===== src/rtl/sram_req_arbiter_if.sv =====
// sram-like request/response bundle shared by the inst, data and bus sides.
// The requester drives master; the responder drives slave.
interface sram_req_arbiter_if;
    logic        req;
    logic        wr;
    logic [1:0]  size;
    logic [3:0]  wstrb;
    logic [31:0] addr;
    logic [31:0] wdata;
    logic        addr_ok;
    logic        data_ok;
    logic [31:0] rdata;

    modport master (
        output req, wr, size, wstrb, addr, wdata,
        input  addr_ok, data_ok, rdata
    );

    modport slave (
        input  req, wr, size, wstrb, addr, wdata,
        output addr_ok, data_ok, rdata
    );
endinterface


===== src/rtl/sram_req_arbiter.sv =====
// Merges inst and data sram-like masters into one tagged request stream.
// An in-order source FIFO routes each completion back to its master.
module sram_req_arbiter #(
    parameter int OUTST_DEPTH  = 4,
    parameter int STARVE_LIMIT = 4,
    parameter int CNT_W        = $clog2(OUTST_DEPTH) + 1
) (
    input  logic                 clk,
    input  logic                 resetn,
    sram_req_arbiter_if.slave    inst_sram,
    sram_req_arbiter_if.slave    data_sram,
    sram_req_arbiter_if.master   bus,
    output logic                 bus_src,
    output logic [CNT_W-1:0]     outst_cnt
);

    localparam int PTR_W = $clog2(OUTST_DEPTH);
    localparam int STV_W = $clog2(STARVE_LIMIT + 1);
    localparam logic [CNT_W-1:0] DEPTH_C = CNT_W'(OUTST_DEPTH);
    localparam logic [STV_W-1:0] LIMIT_C = STV_W'(STARVE_LIMIT);

    typedef enum logic {
        S_OPEN = 1'b0,
        S_LOCK = 1'b1
    } lock_e;

    lock_e              r_state;
    lock_e              w_state_nxt;
    logic               r_lock_src;
    logic               w_lock_src_nxt;

    logic               r_fifo [OUTST_DEPTH];
    logic [PTR_W-1:0]   r_wptr;
    logic [PTR_W-1:0]   r_rptr;
    logic [CNT_W-1:0]   r_cnt;
    logic [STV_W-1:0]   r_starve;

    logic               w_grant;
    logic               w_sel_req;
    logic               w_full;
    logic               w_bus_req;
    logic               w_accept;
    logic               w_pop;
    logic               w_head;

    assign w_sel_req = w_grant ? data_sram.req : inst_sram.req;
    assign w_full    = (r_cnt == DEPTH_C);
    // A locked request was already admitted, so it never re-checks full.
    assign w_bus_req = w_sel_req && ((r_state == S_LOCK) || !w_full);
    assign w_accept  = w_bus_req && bus.addr_ok;
    assign w_pop     = bus.data_ok && (r_cnt != '0);
    assign w_head    = r_fifo[r_rptr];

    // Lock state register: holds the source of a stalled bus request.
    always_ff @(posedge clk or negedge resetn) begin
        if (!resetn) begin
            r_state    <= S_OPEN;
            r_lock_src <= 1'b0;
        end else begin
            r_state    <= w_state_nxt;
            r_lock_src <= w_lock_src_nxt;
        end
    end

    // Lock next state: lock on a stall, release on accept.
    always_comb begin
        w_state_nxt    = r_state;
        w_lock_src_nxt = r_lock_src;
        if (w_bus_req && !bus.addr_ok) begin
            w_state_nxt    = S_LOCK;
            w_lock_src_nxt = w_grant;
        end else if (w_accept) begin
            w_state_nxt    = S_OPEN;
        end
    end

    // Grant: locked source, else data-priority unless inst is starved.
    always_comb begin
        w_grant = 1'b0;
        if (r_state == S_LOCK) begin
            w_grant = r_lock_src;
        end else if (inst_sram.req && data_sram.req) begin
            w_grant = (r_starve != LIMIT_C);
        end else begin
            w_grant = data_sram.req;
        end
    end

    // Output mux: bus fields from the granted master, responses by source.
    always_comb begin
        bus.req           = w_bus_req;
        bus.wr            = w_grant ? data_sram.wr    : inst_sram.wr;
        bus.size          = w_grant ? data_sram.size  : inst_sram.size;
        bus.wstrb         = w_grant ? data_sram.wstrb : inst_sram.wstrb;
        bus.addr          = w_grant ? data_sram.addr  : inst_sram.addr;
        bus.wdata         = w_grant ? data_sram.wdata : inst_sram.wdata;
        bus_src           = w_grant;
        inst_sram.addr_ok = w_accept && !w_grant;
        data_sram.addr_ok = w_accept && w_grant;
        inst_sram.data_ok = w_pop && !w_head;
        data_sram.data_ok = w_pop && w_head;
        inst_sram.rdata   = '0;
        data_sram.rdata   = '0;
        if (w_pop && !w_head) begin
            inst_sram.rdata = bus.rdata;
        end
        if (w_pop && w_head) begin
            data_sram.rdata = bus.rdata;
        end
        outst_cnt         = r_cnt;
    end

    // Source FIFO: push on accept, pop on completion.
    always_ff @(posedge clk or negedge resetn) begin
        if (!resetn) begin
            for (int i = 0; i < OUTST_DEPTH; i++) begin
                r_fifo[i] <= 1'b0;
            end
            r_wptr <= '0;
            r_rptr <= '0;
        end else begin
            if (w_accept) begin
                r_fifo[r_wptr] <= w_grant;
                r_wptr         <= r_wptr + PTR_W'(1);
            end
            if (w_pop) begin
                r_rptr <= r_rptr + PTR_W'(1);
            end
        end
    end

    // Occupancy count; simultaneous push and pop leave it unchanged.
    always_ff @(posedge clk or negedge resetn) begin
        if (!resetn) begin
            r_cnt <= '0;
        end else begin
            unique case ({w_accept, w_pop})
                2'b10:   r_cnt <= r_cnt + CNT_W'(1);
                2'b01:   r_cnt <= r_cnt - CNT_W'(1);
                default: r_cnt <= r_cnt;
            endcase
        end
    end

    // Starvation counter: data wins that overtake a waiting inst request.
    always_ff @(posedge clk or negedge resetn) begin
        if (!resetn) begin
            r_starve <= '0;
        end else if (!inst_sram.req) begin
            r_starve <= '0;
        end else if (w_accept) begin
            if (!w_grant) begin
                r_starve <= '0;
            end else if (r_starve != LIMIT_C) begin
                r_starve <= r_starve + STV_W'(1);
            end
        end
    end

endmodule

===== src/flat_wrapper.sv =====
// flat-port wrapper written by rule: the top's interface ports become plain ports
module sram_req_arbiter_flat 
#(
    parameter int OUTST_DEPTH  = 4,
    parameter int STARVE_LIMIT = 4,
    parameter int CNT_W        = $clog2(OUTST_DEPTH) + 1
)
  (clk, resetn, bus_src, outst_cnt, inst_sram_req, inst_sram_wr, inst_sram_size, inst_sram_wstrb, inst_sram_addr, inst_sram_wdata, inst_sram_addr_ok, inst_sram_data_ok, inst_sram_rdata, data_sram_req, data_sram_wr, data_sram_size, data_sram_wstrb, data_sram_addr, data_sram_wdata, data_sram_addr_ok, data_sram_data_ok, data_sram_rdata, bus_req, bus_wr, bus_size, bus_wstrb, bus_addr, bus_wdata, bus_addr_ok, bus_data_ok, bus_rdata);
  sram_req_arbiter_if inst_sram_i ();
  sram_req_arbiter_if data_sram_i ();
  sram_req_arbiter_if bus_i ();
  input  logic clk;
  input  logic resetn;
  output logic bus_src;
  output logic [CNT_W-1:0] outst_cnt;
  input wire logic [$bits(inst_sram_i.req)-1:0] inst_sram_req;
  input wire logic [$bits(inst_sram_i.wr)-1:0] inst_sram_wr;
  input wire logic [$bits(inst_sram_i.size)-1:0] inst_sram_size;
  input wire logic [$bits(inst_sram_i.wstrb)-1:0] inst_sram_wstrb;
  input wire logic [$bits(inst_sram_i.addr)-1:0] inst_sram_addr;
  input wire logic [$bits(inst_sram_i.wdata)-1:0] inst_sram_wdata;
  output wire logic [$bits(inst_sram_i.addr_ok)-1:0] inst_sram_addr_ok;
  output wire logic [$bits(inst_sram_i.data_ok)-1:0] inst_sram_data_ok;
  output wire logic [$bits(inst_sram_i.rdata)-1:0] inst_sram_rdata;
  input wire logic [$bits(data_sram_i.req)-1:0] data_sram_req;
  input wire logic [$bits(data_sram_i.wr)-1:0] data_sram_wr;
  input wire logic [$bits(data_sram_i.size)-1:0] data_sram_size;
  input wire logic [$bits(data_sram_i.wstrb)-1:0] data_sram_wstrb;
  input wire logic [$bits(data_sram_i.addr)-1:0] data_sram_addr;
  input wire logic [$bits(data_sram_i.wdata)-1:0] data_sram_wdata;
  output wire logic [$bits(data_sram_i.addr_ok)-1:0] data_sram_addr_ok;
  output wire logic [$bits(data_sram_i.data_ok)-1:0] data_sram_data_ok;
  output wire logic [$bits(data_sram_i.rdata)-1:0] data_sram_rdata;
  output wire logic [$bits(bus_i.req)-1:0] bus_req;
  output wire logic [$bits(bus_i.wr)-1:0] bus_wr;
  output wire logic [$bits(bus_i.size)-1:0] bus_size;
  output wire logic [$bits(bus_i.wstrb)-1:0] bus_wstrb;
  output wire logic [$bits(bus_i.addr)-1:0] bus_addr;
  output wire logic [$bits(bus_i.wdata)-1:0] bus_wdata;
  input wire logic [$bits(bus_i.addr_ok)-1:0] bus_addr_ok;
  input wire logic [$bits(bus_i.data_ok)-1:0] bus_data_ok;
  input wire logic [$bits(bus_i.rdata)-1:0] bus_rdata;
  assign inst_sram_i.req = inst_sram_req;
  assign inst_sram_i.wr = inst_sram_wr;
  assign inst_sram_i.size = inst_sram_size;
  assign inst_sram_i.wstrb = inst_sram_wstrb;
  assign inst_sram_i.addr = inst_sram_addr;
  assign inst_sram_i.wdata = inst_sram_wdata;
  assign inst_sram_addr_ok = inst_sram_i.addr_ok;
  assign inst_sram_data_ok = inst_sram_i.data_ok;
  assign inst_sram_rdata = inst_sram_i.rdata;
  assign data_sram_i.req = data_sram_req;
  assign data_sram_i.wr = data_sram_wr;
  assign data_sram_i.size = data_sram_size;
  assign data_sram_i.wstrb = data_sram_wstrb;
  assign data_sram_i.addr = data_sram_addr;
  assign data_sram_i.wdata = data_sram_wdata;
  assign data_sram_addr_ok = data_sram_i.addr_ok;
  assign data_sram_data_ok = data_sram_i.data_ok;
  assign data_sram_rdata = data_sram_i.rdata;
  assign bus_req = bus_i.req;
  assign bus_wr = bus_i.wr;
  assign bus_size = bus_i.size;
  assign bus_wstrb = bus_i.wstrb;
  assign bus_addr = bus_i.addr;
  assign bus_wdata = bus_i.wdata;
  assign bus_i.addr_ok = bus_addr_ok;
  assign bus_i.data_ok = bus_data_ok;
  assign bus_i.rdata = bus_rdata;
  sram_req_arbiter #(.OUTST_DEPTH(OUTST_DEPTH), .STARVE_LIMIT(STARVE_LIMIT), .CNT_W(CNT_W)) u_core (.clk(clk), .resetn(resetn), .inst_sram(inst_sram_i), .data_sram(data_sram_i), .bus(bus_i), .bus_src(bus_src), .outst_cnt(outst_cnt));
endmodule

===== config.mk =====
export PLATFORM = sky130hd
export DESIGN_NAME = sram_req_arbiter_flat
export DESIGN_NICKNAME = d
export VERILOG_FILES = /design/src/rtl/sram_req_arbiter_if.sv /design/src/rtl/sram_req_arbiter.sv /design/src/flat_wrapper.sv
export SDC_FILE = /design/constraint.sdc
export NUM_CORES = 1
export LEC_CHECK = 0
export ABC_AREA = 1
export BUFFER_PORTS_ARGS = -buffer_cell sky130_fd_sc_hd__buf_2
export CORE_AREA = 4 4 123 125
export CTS_CLUSTER_DIAMETER = 50
export DETAILED_ROUTE_END_ITERATION = 8
export DIE_AREA = 0 0 127 129
export MAX_ROUTING_LAYER = met4
export PLACE_DENSITY = 0.5
export SYNTH_ARGS = -nofsm -noshare
export SYNTH_HDL_FRONTEND = slang
export SYNTH_SLANG_ARGS = --single-unit

===== constraint.sdc =====
create_clock -name clk -period 2.3 [get_ports clk]
set_input_delay 0.115 -clock clk [delete_from_list [all_inputs] [get_ports clk]]
set_output_delay 0.115 -clock clk [all_outputs]
set_load 0.1 [all_outputs]

==> reports/metrics.yaml <==
synth_fa_ha_area_frac: 0.0471
final_hold_viol_count: 0
avgRoutedWirePerCell_um: 14.0
drive_gt1_frac: 0.549
antenna_found_initial: 1
drc: 0
final_common_cell: "nand2_1"
clk_pin_slew_worst_paths_ns: 0.05
postCtsSetupBuffers: 0
synth-compound-area-share: 0.0323
syn_nets: 637
crit_fanout: 4
hpwl_mm: 11.6
endpoint: "u_core.outst_cnt[2]"
viasPerCell: 3.94
reg2regPathDepth: 12
clock-sinks: 16
synthMuxAreaShare: 0
synthTopCellsByArea: "nand2_1, dfrtp_1, nor2_1"
rows: 43
grt_first_pass_wirelength_mm: 19.1
netlist-cell-type-count: 25
synth.cell_area_mm2: 0.00228
avgSynthCellArea_um2: 5.09
drv_slew: 0
startpoint: "u_core.r_starve[0]"
drt_iter0_drc: 122
slew_headroom: 0.582
rr_startpoint: "u_core.r_starve[0]"
status: "finished, final reports clean"
syn_inst: 449
synthDominantCellAreaShare: 0.384
worst_r2r_endpoint: "u_core.outst_cnt[2]"
ant_nets: 0
ys.warnings.count: 0
fp.dieW_um: 127
rrSetupSlack_ns: 0.19
fin_crit_sh: 0.919
num-fill-cells: 1418
htreeDepth: 1
fin_ws_ns: 0.187
fin_crit_ns: 2.11
tns_ns: 0
cp_data_arrival_time_ns: 2.23
synth_top_family_by_area: "simple AND/OR/NAND/NOR gates"
start_util: 0.165
cp_data_required_time_ns: 2.42
synth_top_area_cell: "nand2_1"
grt_pass1_vias: 3634
worstMarginPinSlew_ns: 0.628
crit_type: "flop to flop"
min_path_type: "input pin to flop"
cts_tree: "done"
end_kind: "flop"
insertion_delay_ns: 0.24
synth_ff_type: "dfrtp_1"
ios: 324
hold_start: "bus_addr_ok"
grt_usage: 0.150
async_flop_share: 1.00
dr.pass1.iters: 4
vias: 3715
clockBufferDepth: 2
nets: 951
die_h_um: 129
yosys.area_share.simple: 0.555
synth-edff-count: 0
layout_common_cells: "nand2_1, buf_2, buf_12, inv_1, nor2_2"
fp.coreArea_mm2: 0.0139
numCtsBuffers: 3
gp_congestion: 0.848
grt_setup_unrepaired: "no"
crit_path_start_kind: "flop"
skew_ns: 0.00194
drv_cap: 0
yosysSeqAreaShare: 0.175
die_area_mm2: 0.0164
grt-ovfl-total: 0
portBuffers: 323
fmax_mhz: 473
synth-seq-cells: 16
syn_to_final_growth_pct: 166
setup_viol: 0
post-place-ws_ns: 0.210
root_buffer: "clkbuf_16"
grt_max_degree: 78
synth-xor-area-share: 0.0192
wl_mm: 13.2
[final cells by class]
class,count,area (µm²),share of cell area
multi-input cells,353,1830,0.300
well taps,180,225,0.0370
flip-flops and latches,16,412,0.0677
inverters,57,221,0.0364
repair buffers,332,3320,0.545
clock buffers,4,78.8,0.0130
diodes,1,2.50,0.000411
[worst min path at each step]
stage                          end  slack, ns  depth (start not counted)
2_1_floorplan     u_core.r_fifo[0]      -0.18                          0
3_3_place_gp   u_core.outst_cnt[1]       0.05                          1
3_5_place_dp   u_core.outst_cnt[1]       0.05                          1
4_1_cts           u_core.r_fifo[1]       0.15                          3
5_1_grt           u_core.r_fifo[1]       0.17                          3
6_report          u_core.r_fifo[1]       0.16                          3
[worst max-delay path: stages, from the launching register on]
cell and delay, ns:
dfrtp_1 0.40, inv_1 0.07, ha_1 0.14, nand3_1 0.08, nand2_1 0.10, nand3_1 0.10, nand4_1 0.11, ha_1 0.16
inv_1 0.08, fa_2 0.36, a21oi_2 0.15, o21ai_1 0.09, xor2_1 0.15
[metal layers]
layer | wire, µm | part of all wire | global-route usage | up-vias
met1 | 4980 | 0.38 | 0.169 | 1561
li1 | - | - | - | 1932
met5 | 0 | 0 | - | -
met3 | 1170 | 0.089 | 0.0299 | 9
met2 | 6930 | 0.52 | 0.280 | 213
met4 | 117 | 0.0089 | 0.0233 | 0
[stage by stage]
| stage | instances | hold slack [ns] | util | area [µm²] |
|---|---|---|---|---|
| 4_1_cts | 942 | 0.150 | 0.437 | 6070 |
| 3_5_place_dp | 937 | 0.0516 | 0.431 | 5980 |
| 5_1_grt | 943 | 0.173 | 0.438 | 6080 |
| 3_3_place_gp | 937 | 0.0504 | 0.431 | 5980 |
| 2_1_floorplan | 449 | -0.181 | - | 2640 |
| 6_report | 943 | 0.155 | 0.438 | 6080 |
[kinds of logic (layout without fill, tap and decap cells)]
logic type	after synthesis	after routing
flip-flops	16	16
AO/OA/AOI/OAI	14	14
other	0	1
XOR/XNOR	5	5
adder cells (fa/ha/maj)	8	8
AND/OR/NAND/NOR	326	326
buffers and inverters	80	393
[timing repair]
action / CTS / global route
endpoints found under the setup margin: 0 / 49
resized for setup: 0 / 6
endpoints found under the hold margin: 16 / 0
hold buffers: 1 / 0
[registers in the layout (all words and copies together) (netlist names)]
register,flops
u_core.r_fifo,4
u_core.r_starve,3
u_core.outst_cnt,3
u_core.r_wptr,2
u_core.r_lock_src,1
u_core.r_state,1
u_core.r_rptr,2
[cells in the mapped netlist (5+ instances only)]
master   number
nand3_1       7
dfrtp_1      16
inv_1        55
o21ai_1       5
ha_1          7
nand2_1     234
buf_2         7
buf_6         9
nor2_1       72
Power is left out: the tool's default activity adds up to more than one toggle a clock period on the data nets, which glitch-free logic cannot reach.
